==> src/rtl/ram_rd_pkg.sv <==
// Shared types for the RAM port-B read burst controller.
package ram_rd_pkg;

   typedef enum logic [1:0] {
      S_IDLE  = 2'd0,
      S_READ  = 2'd1,
      S_FLUSH = 2'd2
   } state_t;

   localparam logic MODE_SINGLE = 1'b0;
   localparam logic MODE_LOOP   = 1'b1;

endpackage

==> src/rtl/ram_rd_lat_pipe.sv <==
// Valid shift register matching the RAM read latency; cleared synchronously.
module ram_rd_lat_pipe #(
   parameter int LAT = 1
) (
   input  logic i_clk,
   input  logic i_clr,
   input  logic i_in,
   output logic o_out
);

   logic [LAT-1:0] r_sh;

   // Shift the incoming strobe one stage per clock; clear drops everything in flight.
   always_ff @(posedge i_clk) begin
      if (i_clr) begin
         r_sh <= {LAT{1'b0}};
      end else begin
         r_sh <= LAT'({r_sh, i_in});
      end
   end

   assign o_out = r_sh[LAT-1];

endmodule

==> src/rtl/ram_rd_burst_ctrl.sv <==
// Read-side burst controller for simple dual-port RAM port B: issues one read per
// cycle with wrap at DEPTH, single or looping bursts, data/valid aligned to RD_LAT.
module ram_rd_burst_ctrl
   import ram_rd_pkg::*;
#(
   parameter int ADDR_W = 6,
   parameter int DEPTH  = 64,
   parameter int DATA_W = 8,
   parameter int RD_LAT = 1
) (
   input  logic              i_clk,
   input  logic              i_rst,
   input  logic              i_start,
   input  logic [ADDR_W-1:0] i_base_addr,
   input  logic [ADDR_W:0]   i_burst_len,
   input  logic              i_loop_mode,
   input  logic              i_stop,
   output logic              o_ram_rd_en,
   output logic [ADDR_W-1:0] o_ram_rd_addr,
   input  logic [DATA_W-1:0] i_ram_rd_data,
   output logic [DATA_W-1:0] o_rd_data,
   output logic              o_rd_valid,
   output logic              o_busy,
   output logic              o_done
);

   localparam logic [ADDR_W-1:0] ADDR_ZERO = {ADDR_W{1'b0}};
   localparam logic [ADDR_W:0]   CNT_ZERO  = {(ADDR_W+1){1'b0}};
   localparam logic [ADDR_W:0]   CNT_ONE   = {{ADDR_W{1'b0}}, 1'b1};

   // Out-of-range base addresses start the burst at word 0.
   function automatic logic [ADDR_W-1:0] clamp_base(input logic [ADDR_W-1:0] a);
      if (int'(a) >= DEPTH) begin
         return ADDR_ZERO;
      end else begin
         return a;
      end
   endfunction

   // Next address, wrapping at DEPTH rather than at the power-of-two boundary.
   function automatic logic [ADDR_W-1:0] wrap_inc(input logic [ADDR_W-1:0] a);
      if (a == ADDR_W'(DEPTH - 1)) begin
         return ADDR_ZERO;
      end else begin
         return a + {{(ADDR_W-1){1'b0}}, 1'b1};
      end
   endfunction

   state_t            r_state;
   logic              r_rd_en;
   logic [ADDR_W-1:0] r_rd_addr;
   logic [ADDR_W-1:0] r_base;
   logic [ADDR_W:0]   r_len;
   logic [ADDR_W:0]   r_cnt;
   logic              r_loop;
   logic              r_busy;
   logic              r_done;
   logic              r_zero_len;

   logic              w_last;
   logic              w_to_flush;
   logic              w_valid;
   logic              w_flush_done;

   // Decide whether the read issued this cycle is the final one of the command.
   always_comb begin
      w_last     = 1'b0;
      w_to_flush = 1'b0;
      if (r_state == S_READ) begin
         w_last     = ((r_cnt + CNT_ONE) == r_len);
         w_to_flush = i_stop || (w_last && (r_loop == MODE_SINGLE));
      end else begin
         w_last     = 1'b0;
         w_to_flush = 1'b0;
      end
   end

   // rd_valid is the read enable delayed by the RAM latency.
   ram_rd_lat_pipe #(.LAT(RD_LAT)) u_valid_pipe (
      .i_clk (i_clk),
      .i_clr (i_rst),
      .i_in  (r_rd_en),
      .o_out (w_valid)
   );

   // Marks the cycle the last in-flight word comes back, ending the flush.
   ram_rd_lat_pipe #(.LAT(RD_LAT)) u_flush_pipe (
      .i_clk (i_clk),
      .i_clr (i_rst),
      .i_in  (w_to_flush),
      .o_out (w_flush_done)
   );

   // Control FSM with address/word counters and registered status outputs.
   always_ff @(posedge i_clk) begin
      if (i_rst) begin
         r_state    <= S_IDLE;
         r_rd_en    <= 1'b0;
         r_rd_addr  <= ADDR_ZERO;
         r_base     <= ADDR_ZERO;
         r_len      <= CNT_ZERO;
         r_cnt      <= CNT_ZERO;
         r_loop     <= MODE_SINGLE;
         r_busy     <= 1'b0;
         r_done     <= 1'b0;
         r_zero_len <= 1'b0;
      end else begin
         r_done <= 1'b0;
         case (r_state)
            S_IDLE: begin
               if (i_start) begin
                  r_base  <= clamp_base(i_base_addr);
                  r_len   <= i_burst_len;
                  r_loop  <= i_loop_mode;
                  r_cnt   <= CNT_ZERO;
                  r_busy  <= 1'b1;
                  if (i_burst_len == CNT_ZERO) begin
                     r_state    <= S_FLUSH;
                     r_zero_len <= 1'b1;
                     r_rd_en    <= 1'b0;
                  end else begin
                     r_state    <= S_READ;
                     r_zero_len <= 1'b0;
                     r_rd_en    <= 1'b1;
                     r_rd_addr  <= clamp_base(i_base_addr);
                  end
               end
            end
            S_READ: begin
               if (w_to_flush) begin
                  r_state   <= S_FLUSH;
                  r_rd_en   <= 1'b0;
                  r_rd_addr <= ADDR_ZERO;
               end else if (w_last) begin
                  r_cnt     <= CNT_ZERO;
                  r_rd_addr <= r_base;
               end else begin
                  r_cnt     <= r_cnt + CNT_ONE;
                  r_rd_addr <= wrap_inc(r_rd_addr);
               end
            end
            S_FLUSH: begin
               if (r_zero_len || w_flush_done) begin
                  r_state    <= S_IDLE;
                  r_busy     <= 1'b0;
                  r_done     <= 1'b1;
                  r_zero_len <= 1'b0;
               end
            end
            default: begin
               r_state <= S_IDLE;
               r_rd_en <= 1'b0;
               r_busy  <= 1'b0;
            end
         endcase
      end
   end

   // Pass RAM data through only while it is valid, so idle data reads as zero.
   always_comb begin
      o_rd_data = {DATA_W{1'b0}};
      if (w_valid) begin
         o_rd_data = i_ram_rd_data;
      end else begin
         o_rd_data = {DATA_W{1'b0}};
      end
   end

   assign o_rd_valid    = w_valid;
   assign o_ram_rd_en   = r_rd_en;
   assign o_ram_rd_addr = r_rd_addr;
   assign o_busy        = r_busy;
   assign o_done        = r_done;

endmodule

==> config.mk <==
export PLATFORM = sky130hd
export DESIGN_NAME = ram_rd_burst_ctrl
export DESIGN_NICKNAME = d
export VERILOG_FILES = /design/src/rtl/ram_rd_pkg.sv /design/src/rtl/ram_rd_lat_pipe.sv /design/src/rtl/ram_rd_burst_ctrl.sv
export SDC_FILE = /design/constraint.sdc
export NUM_CORES = 1
export LEC_CHECK = 0
export CORE_ASPECT_RATIO = 0.6
export CORE_UTILIZATION = 43
export CTS_CLUSTER_DIAMETER = 150
export DETAILED_ROUTE_END_ITERATION = 10
export PLACE_DENSITY = 0.73
export SKIP_LAST_GASP = 1
export SYNTH_ARGS = -nofsm -noshare
export SYNTH_HDL_FRONTEND = slang
export SYNTH_HIERARCHICAL = 1
export SYNTH_SLANG_ARGS = --single-unit
==> constraint.sdc <==
create_clock -name i_clk -period 7.5 [get_ports i_clk]
set_clock_uncertainty 0.2 [all_clocks]
set_input_delay 1.5 -clock i_clk [delete_from_list [all_inputs] [get_ports i_clk]]
set_output_delay 1.5 -clock i_clk [all_outputs]
set_load 0.05 [all_outputs]
==> flow_summary.rst <==
.. list-table::
   :header-rows: 1

   * - Metric
     - Value
   * - Most frequent standard cell in the layout excluding fill and tap cells
     - sky130_fd_sc_hd__nand2_1
   * - Cells after synthesis
     - 249
   * - Area of all sequential standard cells
     - 701 sq um
   * - Maximum clock insertion buffer count
     - 2
   * - Area Overhead vs Synth
     - 30.4%
   * - Class of the most critical setup path
     - in -> out
   * - Number of synthesized register bits
     - 35
   * - Global placer's final weighted congestion
     - 0.835
   * - Cell depth of the worst min-delay path
     - 2
   * - Required time worst endpoint
     - 5800 ps
   * - Clock latency of the later-clocked register in the worst-skew pair
     - 300 ps
   * - Predominant post-synthesis flop cell
     - sky130_fd_sc_hd__dfxtp_1
   * - R2R depth
     - 7
   * - Routed wl met3
     - 329 microns
   * - Routed WL
     - 5140 microns
   * - H-tree levels
     - 2
   * - Ordered cell list for the critical path
     - clkdlybuf4s50_1, and2_1, clkdlybuf4s50_1
   * - # fillers
     - 387
   * - Number of endpoints with negative hold slack in the final report
     - 0
   * - Nets in the synthesized netlist
     - 277
   * - Actual transition at the worst max-transition pin
     - 1120 ps
   * - Overflow left after global routing
     - 0
   * - Sort of element at the start of the critical path
     - input port
   * - Met2 routed wirelength
     - 2110 microns
   * - Core region area
     - 0.00426 sq mm
   * - DRC violation count after routing
     - 0
   * - Launch point of the worst reg-to-reg path
     - r_cnt[0]
   * - Design internal power
     - 0.000398 W
   * - Share of post-route cells with drive strength above 1
     - 7.22%
   * - Top library cells by usage in the layout, fill and taps aside
     - sky130_fd_sc_hd__nand2_1 (45), sky130_fd_sc_hd__clkdlybuf4s50_1 (43), sky130_fd_sc_hd__dfxtp_1 (35)
   * - Length of the first detailed-routing pass in iterations
     - 4
   * - Part of the power in registers
     - 37.2%
   * - Worst Hold End
     - r_base[0]
   * - Clock slew seen by the registers of the worst setup and hold paths
     - 80 ps
   * - Summed area of non-filler cells in the final layout
     - 0.00259 sq mm
   * - Post-synthesis async set-or-reset flop share
     - 0%
   * - Number of enable-type register cells in the synthesized netlist
     - 0
   * - Switching share of total power
     - 32.6%
   * - Share of synthesized area occupied by flip-flops and latches
     - 35.3%
   * - Cts-stage hold buffer count
     - 0
   * - Number of placed I/O pins
     - 44
   * - Average vias per placed instance
     - 5.53
   * - Number of global-route vias before repair
     - 1639
   * - Initial antenna violation count
     - 0
   * - Crit path max fanout
     - 1
   * - Number of max-slew violations in the final report
     - 0
   * - Global-route wire length before repair
     - 8070 microns
   * - Post-route clock period utilization
     - 61.0%
   * - Final period demand of the worst path
     - 4580 ps
   * - Total power density per cell area
     - 228 mW/mm^2
   * - Post-Synthesis Cell Area
     - 0.00199 sq mm
   * - TNS Setup
     - 0 ps
   * - Net count reported at finish
     - 318
   * - Share of power burned in combinational logic
     - 28.1%
   * - RSZ-0062 raised after global routing
     - false
   * - CP most frequent cell
     - sky130_fd_sc_hd__clkdlybuf4s50_1
   * - Slowest cell on crit path
     - sky130_fd_sc_hd__clkdlybuf4s50_1
   * - Worst max-slew margin expressed relative to the limit
     - 25.4%
   * - CTS tree
     - built
   * - Die area
     - 0.00491 sq mm
   * - Avg Inst Size Synth
     - 7.98 sq um
   * - Placed Area
     - 0.00246 sq mm
   * - Inserted Clock Buffers
     - 5
   * - Clock group share of total power
     - 34.7%
   * - Effective utilization at floorplan
     - 46.7%
   * - Post-cts sizing count
     - 0
   * - Unique masters post-synth
     - 47
   * - Overall die width
     - 89.8 microns
   * - Number of setup buffers added after CTS
     - 0
   * - Max VDD drop
     - 115 uV
   * - Antenna cells
     - 0
   * - Worst R2R Setup Slack
     - 4340 ps
   * - Top achievable clock speed
     - 218 MHz
   * - Overall via count from detail_route
     - 1942
   * - Endpoint kind of the worst setup timing path
     - output port
   * - Origin of the worst min-delay path
     - r_base[0]
   * - Top routing layer in use
     - met4
   * - Lkg Pwr
     - 0.925 nW
   * - Number of sinks driven by the clock tree
     - 35
   * - Largest net degree at the start of global routing
     - 34
   * - Number of rows in the core area
     - 18
   * - Critical path arrival
     - 2880 ps
   * - CP max stage delay
     - 810 ps
   * - GRT Util Overall
     - 21.9%
   * - Vertical die dimension
     - 54.7 microns
   * - Final setup viols
     - 0
   * - Worst setup slack after placement
     - 2920 ps
   * - Path class of the lowest-slack min-delay path
     - reg -> reg
   * - Clock root buffer
     - sky130_fd_sc_hd__clkbuf_8
   * - Area of the multi-input gates
     - 0.00123 sq mm
   * - Routed wire per std cell
     - 14.7 microns
   * - Maxcap violations
     - 0
   * - Count of buffers from port buffering
     - 43
   * - Violation count after the first detailed-routing iteration
     - 168
   * - HPWL after detailed placement
     - 3770 microns
   * - Met1 wire length
     - 2680 microns
   * - Switching power
     - 0.000193 W
   * - Number of warning messages in the yosys log
     - 6
   * - Antenna Nets Post-Route
     - 0
   * - Worst R2R End
     - r_cnt[0]
   * - Final setup margin
     - 2920 ps
   * - Status
     - completed
   * - Fin Hold WS
     - 254 ps
   * - Core occupancy in the finished layout
     - 60.8%
==> registers in the layout (all words and copies together), names as in the netlist <==
signal / flops
u_valid_pipe/o_out: 1
r_cnt: 7
r_loop: 1
r_zero_len: 1
o_busy: 1
u_flush_pipe/o_out: 1
r_state: 2
o_done: 1
o_ram_rd_addr: 6
o_ram_rd_en: 1
r_base: 6
r_len: 7
==> per-stage QoR <==
step	total power, W	std cells
2_1_floorplan	0.000335	249
3_3_place_gp	0.000386	343
3_5_place_dp	0.000389	343
4_1_cts	0.000592	351
5_1_grt	0.000616	351
6_report	0.000591	351
==> kinds of logic after synthesis <==
family | share of synthesized area, %
mux | 2.64
xor+xnor | 5.73
simple gates | 29.1
fa+ha+maj | 1.26
compound gates | 23.1
buf+inv | 2.90
flops | 35.3
==> cell type report <==
| class | instances | area share [%] |
|---|---|---|
| Multi-Input combinational cell | 201 | 47.4 |
| Sequential cell | 35 | 27.1 |
| Timing Repair Buffer | 45 | 17.2 |
| Tap cell | 60 | 2.90 |
| Clock buffer | 6 | 2.80 |
| Clock inverter | 2 | 2.32 |
| Inverter | 2 | 0.290 |
==> routing by layer <==
layer,vias up,GRT usage (%)
li1,970,-
met1,907,31.0
met2,61,31.7
met3,4,5.69
met4,0,8.74
met5,-,0
==> Yosys cell counts, types with 3 or more instances <==
| cell | count | area (sq um) |
|---|---|---|
| sky130_fd_sc_hd__nand2b_1 | 7 | 43.8 |
| sky130_fd_sc_hd__nand4_1 | 3 | 18.8 |
| sky130_fd_sc_hd__nand3_1 | 10 | 50.1 |
| sky130_fd_sc_hd__o31ai_1 | 3 | 22.5 |
| sky130_fd_sc_hd__a31oi_1 | 5 | 31.3 |
| sky130_fd_sc_hd__nor3_1 | 4 | 20.0 |
| sky130_fd_sc_hd__dfxtp_1 | 35 | 701 |
| sky130_fd_sc_hd__o21ai_0 | 9 | 45.0 |
| sky130_fd_sc_hd__xor2_1 | 5 | 43.8 |
| sky130_fd_sc_hd__a211oi_1 | 8 | 60.1 |
| sky130_fd_sc_hd__nand2_1 | 45 | 169 |
| sky130_fd_sc_hd__mux2i_1 | 3 | 30.0 |
| sky130_fd_sc_hd__nor2_1 | 15 | 56.3 |
| sky130_fd_sc_hd__a21oi_1 | 28 | 140 |
| sky130_fd_sc_hd__and2_1 | 9 | 56.3 |
| sky130_fd_sc_hd__nor4_1 | 5 | 31.3 |
| sky130_fd_sc_hd__xnor2_1 | 8 | 70.1 |
| sky130_fd_sc_hd__clkbuf_1 | 9 | 33.8 |
==> critical path, delay by kind of cell <==
family	cells	cell delay, ps
simple gates	1	110
buf+inv	2	1260
==> power groups by stage <==
stage                     clock network (W)   logic, W  registers (W)
after global routing               0.000214   0.000179       0.000223
after floorplan                           0  0.0000930       0.000242
after detailed placement                  0   0.000165       0.000224
after CTS                          0.000207   0.000165       0.000220
final                              0.000205   0.000166       0.000220
after global placement                    0   0.000163       0.000223
==> worst max-delay path by stage <==
| stage | depth (start not counted) | slack (ps) | start | end |
|---|---|---|---|---|
| floorplan | 1 | 3890 | i_ram_rd_data[0] | o_rd_data[0] |
| global placement | 3 | 2930 | i_ram_rd_data[6] | o_rd_data[6] |
| detailed placement | 3 | 2920 | i_ram_rd_data[6] | o_rd_data[6] |
| CTS | 3 | 2920 | i_ram_rd_data[0] | o_rd_data[0] |
| global route | 3 | 2890 | i_ram_rd_data[5] | o_rd_data[5] |
| finish | 3 | 2920 | i_ram_rd_data[0] | o_rd_data[0] |
No activity file was read; power rests on OpenSTA's default activity.
